===== src/rtl/ysyx_25020042_pkg.sv =====
// ysyx_25020042_pkg: shared funct3 codes, LSU state encoding, default width and funct3 legality helper
package ysyx_25020042_pkg;
  localparam int WIDTH_DEF = 32;
  localparam logic [2:0] F3_LB  = 3'b000;
  localparam logic [2:0] F3_LH  = 3'b001;
  localparam logic [2:0] F3_LW  = 3'b010;
  localparam logic [2:0] F3_LBU = 3'b100;
  localparam logic [2:0] F3_LHU = 3'b101;
  localparam logic [2:0] F3_SB  = 3'b000;
  localparam logic [2:0] F3_SH  = 3'b001;
  localparam logic [2:0] F3_SW  = 3'b010;
  typedef enum logic [1:0] {S_IDLE = 2'd0, S_REQ = 2'd1, S_WAIT = 2'd2, S_RESP = 2'd3} state_e;
  function automatic logic f3_bad(input logic ld, input logic st, input logic [2:0] f3);
    return ld ? (f3 == 3'b011 || f3[2:1] == 2'b11) : st ? (f3 > F3_SW) : 1'b0;
  endfunction
endpackage


===== src/rtl/ysyx_25020042_lsu_align.sv =====
// ysyx_25020042_lsu_align: load lane select/extension and store byte-lane mask/data generation
module ysyx_25020042_lsu_align
  import ysyx_25020042_pkg::*;
#(
  parameter int WIDTH = WIDTH_DEF
) (
  input  logic [2:0]       funct3,
  input  logic [1:0]       off,
  input  logic [WIDTH-1:0] wdata,
  input  logic [WIDTH-1:0] rdata,
  output logic [WIDTH-1:0] ld_data,
  output logic [3:0]       st_mask,
  output logic [WIDTH-1:0] st_data
);
  logic [7:0]  b;
  logic [15:0] h;
  assign b = rdata[8*off +: 8];
  assign h = off[1] ? rdata[31:16] : rdata[15:0];
  assign ld_data = funct3 == F3_LB  ? {{(WIDTH-8){b[7]}}, b} :
                   funct3 == F3_LH  ? {{(WIDTH-16){h[15]}}, h} :
                   funct3 == F3_LBU ? {{(WIDTH-8){1'b0}}, b} :
                   funct3 == F3_LHU ? {{(WIDTH-16){1'b0}}, h} : rdata;
  assign st_mask = funct3 == F3_SB ? 4'b0001 << off :
                   funct3 == F3_SH ? (off[1] ? 4'b1100 : 4'b0011) : 4'b1111;
  assign st_data = funct3 == F3_SB ? {4{wdata[7:0]}} :
                   funct3 == F3_SH ? {2{wdata[15:0]}} : wdata;
endmodule


===== src/rtl/ysyx_25020042_lsu.sv =====
// ysyx_25020042_lsu: 4-state load/store FSM (decode in, word-aligned mem req/rsp, result out); YSYX_25020042_LSU_MISALIGN_CHK_EN enables misalign faults
module ysyx_25020042_lsu
  import ysyx_25020042_pkg::*;
#(
  parameter int WIDTH = WIDTH_DEF
) (
  input  logic             clk,
  input  logic             rst,
  input  logic             in_valid,
  output logic             in_ready,
  input  logic             in_is_load,
  input  logic             in_is_store,
  input  logic [2:0]       in_funct3,
  input  logic [WIDTH-1:0] in_addr,
  input  logic [WIDTH-1:0] in_wdata,
  output logic             out_valid,
  input  logic             out_ready,
  output logic [WIDTH-1:0] out_rdata,
  output logic             out_err,
  output logic             mem_req_valid,
  input  logic             mem_req_ready,
  output logic             mem_req_wen,
  output logic [WIDTH-1:0] mem_req_addr,
  output logic [WIDTH-1:0] mem_req_wdata,
  output logic [3:0]       mem_req_wmask,
  input  logic             mem_rsp_valid,
  output logic             mem_rsp_ready,
  input  logic [WIDTH-1:0] mem_rsp_rdata,
  input  logic             mem_rsp_err
);
  state_e state_q, state_d;
  logic load_q, load_d, store_q, store_d, err_q, err_d, bad;
  logic [2:0] f3_q, f3_d;
  logic [WIDTH-1:0] addr_q, addr_d, wdata_q, wdata_d, rdata_q, rdata_d, ld_data, st_data;
  logic [3:0] st_mask;
  ysyx_25020042_lsu_align #(.WIDTH(WIDTH)) u_align (
    .funct3 (f3_q),
    .off    (addr_q[1:0]),
    .wdata  (wdata_q),
    .rdata  (mem_rsp_rdata),
    .ld_data(ld_data),
    .st_mask(st_mask),
    .st_data(st_data)
  );
`ifdef YSYX_25020042_LSU_MISALIGN_CHK_EN
  assign bad = f3_bad(in_is_load, in_is_store, in_funct3) | ((in_is_load | in_is_store) &
               ((in_funct3[1:0] == 2'b01 && in_addr[0]) || (in_funct3[1:0] == 2'b10 && in_addr[1:0] != 2'b00)));
`else
  assign bad = f3_bad(in_is_load, in_is_store, in_funct3);
`endif
  always_comb begin
    state_d = state_q;
    load_d  = load_q;
    store_d = store_q;
    f3_d    = f3_q;
    addr_d  = addr_q;
    wdata_d = wdata_q;
    rdata_d = rdata_q;
    err_d   = err_q;
    case (state_q)
      S_IDLE: if (in_valid) begin
        load_d  = in_is_load;
        store_d = in_is_store;
        f3_d    = in_funct3;
        addr_d  = in_addr;
        wdata_d = in_wdata;
        rdata_d = '0;
        err_d   = bad;
        state_d = ((in_is_load | in_is_store) && !bad) ? S_REQ : S_RESP;
      end
      S_REQ:  state_d = mem_req_ready ? S_WAIT : S_REQ;
      S_WAIT: if (mem_rsp_valid) begin
        rdata_d = (load_q && !mem_rsp_err) ? ld_data : '0;
        err_d   = mem_rsp_err;
        state_d = S_RESP;
      end
      S_RESP: state_d = out_ready ? S_IDLE : S_RESP;
    endcase
  end
  always_ff @(posedge clk) begin
    if (rst) begin
      state_q <= S_IDLE;
      load_q  <= 1'b0;
      store_q <= 1'b0;
      f3_q    <= '0;
      addr_q  <= '0;
      wdata_q <= '0;
      rdata_q <= '0;
      err_q   <= 1'b0;
    end else begin
      state_q <= state_d;
      load_q  <= load_d;
      store_q <= store_d;
      f3_q    <= f3_d;
      addr_q  <= addr_d;
      wdata_q <= wdata_d;
      rdata_q <= rdata_d;
      err_q   <= err_d;
    end
  end
  assign in_ready      = !rst && state_q == S_IDLE;
  assign mem_req_valid = !rst && state_q == S_REQ;
  assign mem_rsp_ready = !rst && state_q == S_WAIT;
  assign out_valid     = !rst && state_q == S_RESP;
  assign out_rdata     = rst ? '0 : rdata_q;
  assign out_err       = !rst && err_q;
  assign mem_req_wen   = store_q;
  assign mem_req_addr  = {addr_q[WIDTH-1:2], 2'b00};
  assign mem_req_wdata = st_data;
  assign mem_req_wmask = store_q ? st_mask : 4'b0000;
endmodule


===== config.mk =====
export PLATFORM = sky130hd
export DESIGN_NAME = ysyx_25020042_lsu
export DESIGN_NICKNAME = d
export VERILOG_FILES = /design/src/rtl/ysyx_25020042_pkg.sv /design/src/rtl/ysyx_25020042_lsu_align.sv /design/src/rtl/ysyx_25020042_lsu.sv
export SDC_FILE = /design/constraint.sdc
export NUM_CORES = 1
export LEC_CHECK = 0
export BUFFER_PORTS_ARGS = -buffer_cell sky130_fd_sc_hd__buf_2
export CAP_MARGIN = 20
export CORE_MARGIN = 2
export CORE_UTILIZATION = 44
export CTS_BUF_LIST = sky130_fd_sc_hd__clkbuf_16
export DETAILED_ROUTE_END_ITERATION = 10
export PLACE_DENSITY = 0.75
export SLEW_MARGIN = 20
export SYNTH_ARGS = -nofsm -noshare
export SYNTH_HDL_FRONTEND = slang
export SYNTH_HIERARCHICAL = 1
export SYNTH_SLANG_ARGS = --single-unit

===== constraint.sdc =====
create_clock -name clk -period 1.85 [get_ports clk]
set_input_delay 0.185 -clock clk [delete_from_list [all_inputs] [get_ports clk]]
set_output_delay 0.185 -clock clk [all_outputs]
set_load 0.05 [all_outputs]

==> run metrics <==
GR Util met1=28.8%; Critical Path End Type=output pin; Max-Cap Viols=0; crit-path max FO=5; Remaining DRCs=13; Critical Path AT=1.64 ns; largest area contributor in the netlist=dfxtp_1; GRT Util Overall=~23%; share of layout cells above drive strength 1=36.4%; worst min path class=in -> reg; Hold EP=wdata_q[2]; Reg clk slew, reported paths=0.08 ns; Max clock buf depth=2; Worst EP required=1.66 ns; placed wire-length estimate=10.7 mm; yosys warns=6; # port buffers=about 210; Die Span Y=113 um; synthesized area per cell=8.13 um^2; Clock Skew=0.00761 ns; Skew-Pair Late Insertion Delay=0.36 ns; Slew Limit Fails=0; top post-synthesis cells by count=nand2_1 (173), dfxtp_1 (104), a21oi_1 (82); Synth Instances=around 650; failing checks=design-rule violations; Clock Sinks=about 100; hold_sp=in_wdata[2]; GRT met2 Usage=38.3%; global routing's busiest layer=met2; largest net degree at the start of global routing=44; global-route wire length before repair=23.9 mm; Fin. Hold Viols=0; compound-gate portion of the synthesized area=19.8%; DRT Pass-1 Iters=8; routing usage on met3=7.66%; final worst setup slack=0.0297 ns; core footprint=0.0115 mm^2; CTS buffer count=9; power per cell area=938 mW/mm^2; Setup violations, final=0; number of global-route vias before repair=around 4700; Synth top area share=around 40%; H-tree lvl count=3; Final Net Count=between 900 and 1000; Syn Std Cell Area=~0.0052 mm^2; Initial Util=45.6%; fraction of the mapped netlist area in adder cells=0%; Routed WL per cell=16.2 um; GP Congestion=0.902; Final period util=a little over nine tenths; largest family of logic cells by synthesized area=simple AND/OR/NAND/NOR gates; initial antenna violation count=0; CTS tree=built; R2R Path End=rdata_q[29]; die area=0.0128 mm^2; r2r startpoint=addr_q[0]; Post-DP Area=~0.0062 mm^2; Setup crit start kind=flop; leakage power figure=approximately 0.0032 uW; Root Driver=clkbuf_16; #FFs+latches synth=104; I/O pin cnt=about 210; minimum clock period=approximately 1.8 ns; final hold slack=between 0.05 and 0.06 ns; Post-Layout Cell Count=951; Synth async-reset ratio=0%; Worst R2R Setup Slack=0.12 ns; die width=113 um; initial drt markers=491; routed via count=5047; hold_buf cts=0; mux cell area share after synthesis=~7.5%; RSZ-0062 raised after global routing=yes; Area contributors post-synth=dfxtp_1 (40%), nand2_1 (12%), a21oi_1 (7.8%); Hold Path Stages=3; worst reg2reg path depth=5; Setup TNS=0 ns; Post-synth EDFFs=0; XOR/XNOR Fraction of Synth Area=0%; post-route ant nets=0; Placed Cells=929; Highest Clock Rate=549 MHz; Routed Wire Length=15.4 mm; critical path class=reg -> out; row count=39; Cell variety after synth=41; area delta synth->final=27.8%; simple-gate share of the synthesized area=21.5%; Post-synth top flop=dfxtp_1; Max VDD drop=0.000744 V; n_diodes=0; Congestion Overflow GR=0; status=finished with violations; Via-to-Cell Ratio=5.31; Finished Cell Area=0.00671 mm^2; worst slack, placed=0.147 ns; count leader, synth=nand2_1; register area share after synthesis=39.7%
==> flip-flops by register name (all words and copies together) (netlist names) <==
register / flops
err_q: 1
wdata_q: 32
addr_q: 32
state_q: 2
f3_q: 3
load_q: 1
mem_req_wen: 1
rdata_q: 32
==> worst max-delay path, stage by stage (launching register included) <==
cell and delay [ns]:
dfxtp_4 0.37, nor3_4 0.20, buf_4 0.18, mux2_2 0.34, buf_4 0.19
==> layer usage <==
metal,part of all wire (%),up-vias
met2,48,239
met5,0,-
li1,-,2472
met3,9.5,16
met1,41,2320
met4,1.4,0
==> cell type report <==
type / count / area [um^2]
Inverter: 6 / 22.5
Clock buffer: 9 / 225
Clock inverter: 7 / 75.1
Multi-Input combinational cell: 443 / 2660
Sequential cell: 104 / 2090
Tap cell: 143 / 179
Timing Repair Buffer: 239 / 1450
Fill cell: 1089 / 4810
==> how the worst max path moves through the flow <==
stage	startpoint	end	slack, ns
floorplan	state_q[0]	mem_req_valid	-0.05
global placement	addr_q[0]	rdata_q[30]	0.18
detailed placement	addr_q[0]	rdata_q[20]	0.15
CTS	f3_q[0]	mem_req_wdata[14]	-0.005
global route	f3_q[2]	mem_req_wdata[15]	-0.03
finish	f3_q[2]	mem_req_wdata[15]	0.03
==> per-stage QoR <==
step,utilization [%],total power [uW]
after floorplan,-,3840
after global placement,53.7,4240
after detailed placement,53.7,4250
after CTS,57.1,6280
after global routing,58.2,6560
final,58.2,6290
==> power breakdown <==
part | switching, uW | internal [uW] | total [uW]
Sequential | 92.1 | 2360 | 2450
Combinational | 1220 | 667 | 1880
Clock | 888 | 1060 | 1950
==> repair_timing <==
action	in CTS	in global routing
setup endpoints to repair	24	17
resized for setup	18	25
buffers inserted	1	2
gates cloned	1	2
pin swaps	0	2
==> cell families (layout without fill, tap and decap cells) <==
group	after synthesis	in the layout
AOI/OAI and AO/OA	154	154
buffers and inverters	99	261
DFF	104	104
muxes	36	36
other	1	2
and+or+nand+nor	251	251
==> cells in the final DEF (no fill, tap or decap), types with 8 or more instances in the layout <==
cell / netlist / routed
mux2_2: 18 / 13
a21oi_2: 0 / 8
mux2i_1: 17 / 16
nor2_1: 13 / 13
a221oi_1: 9 / 9
clkbuf_16: 0 / 10
a22o_1: 40 / 40
nand2_1: 173 / 173
buf_4: 42 / 24
dfxtp_1: 104 / 101
buf_2: 19 / 195
nor2b_1: 41 / 41
a21oi_1: 82 / 74
Power figures use the tool's default switching activity.
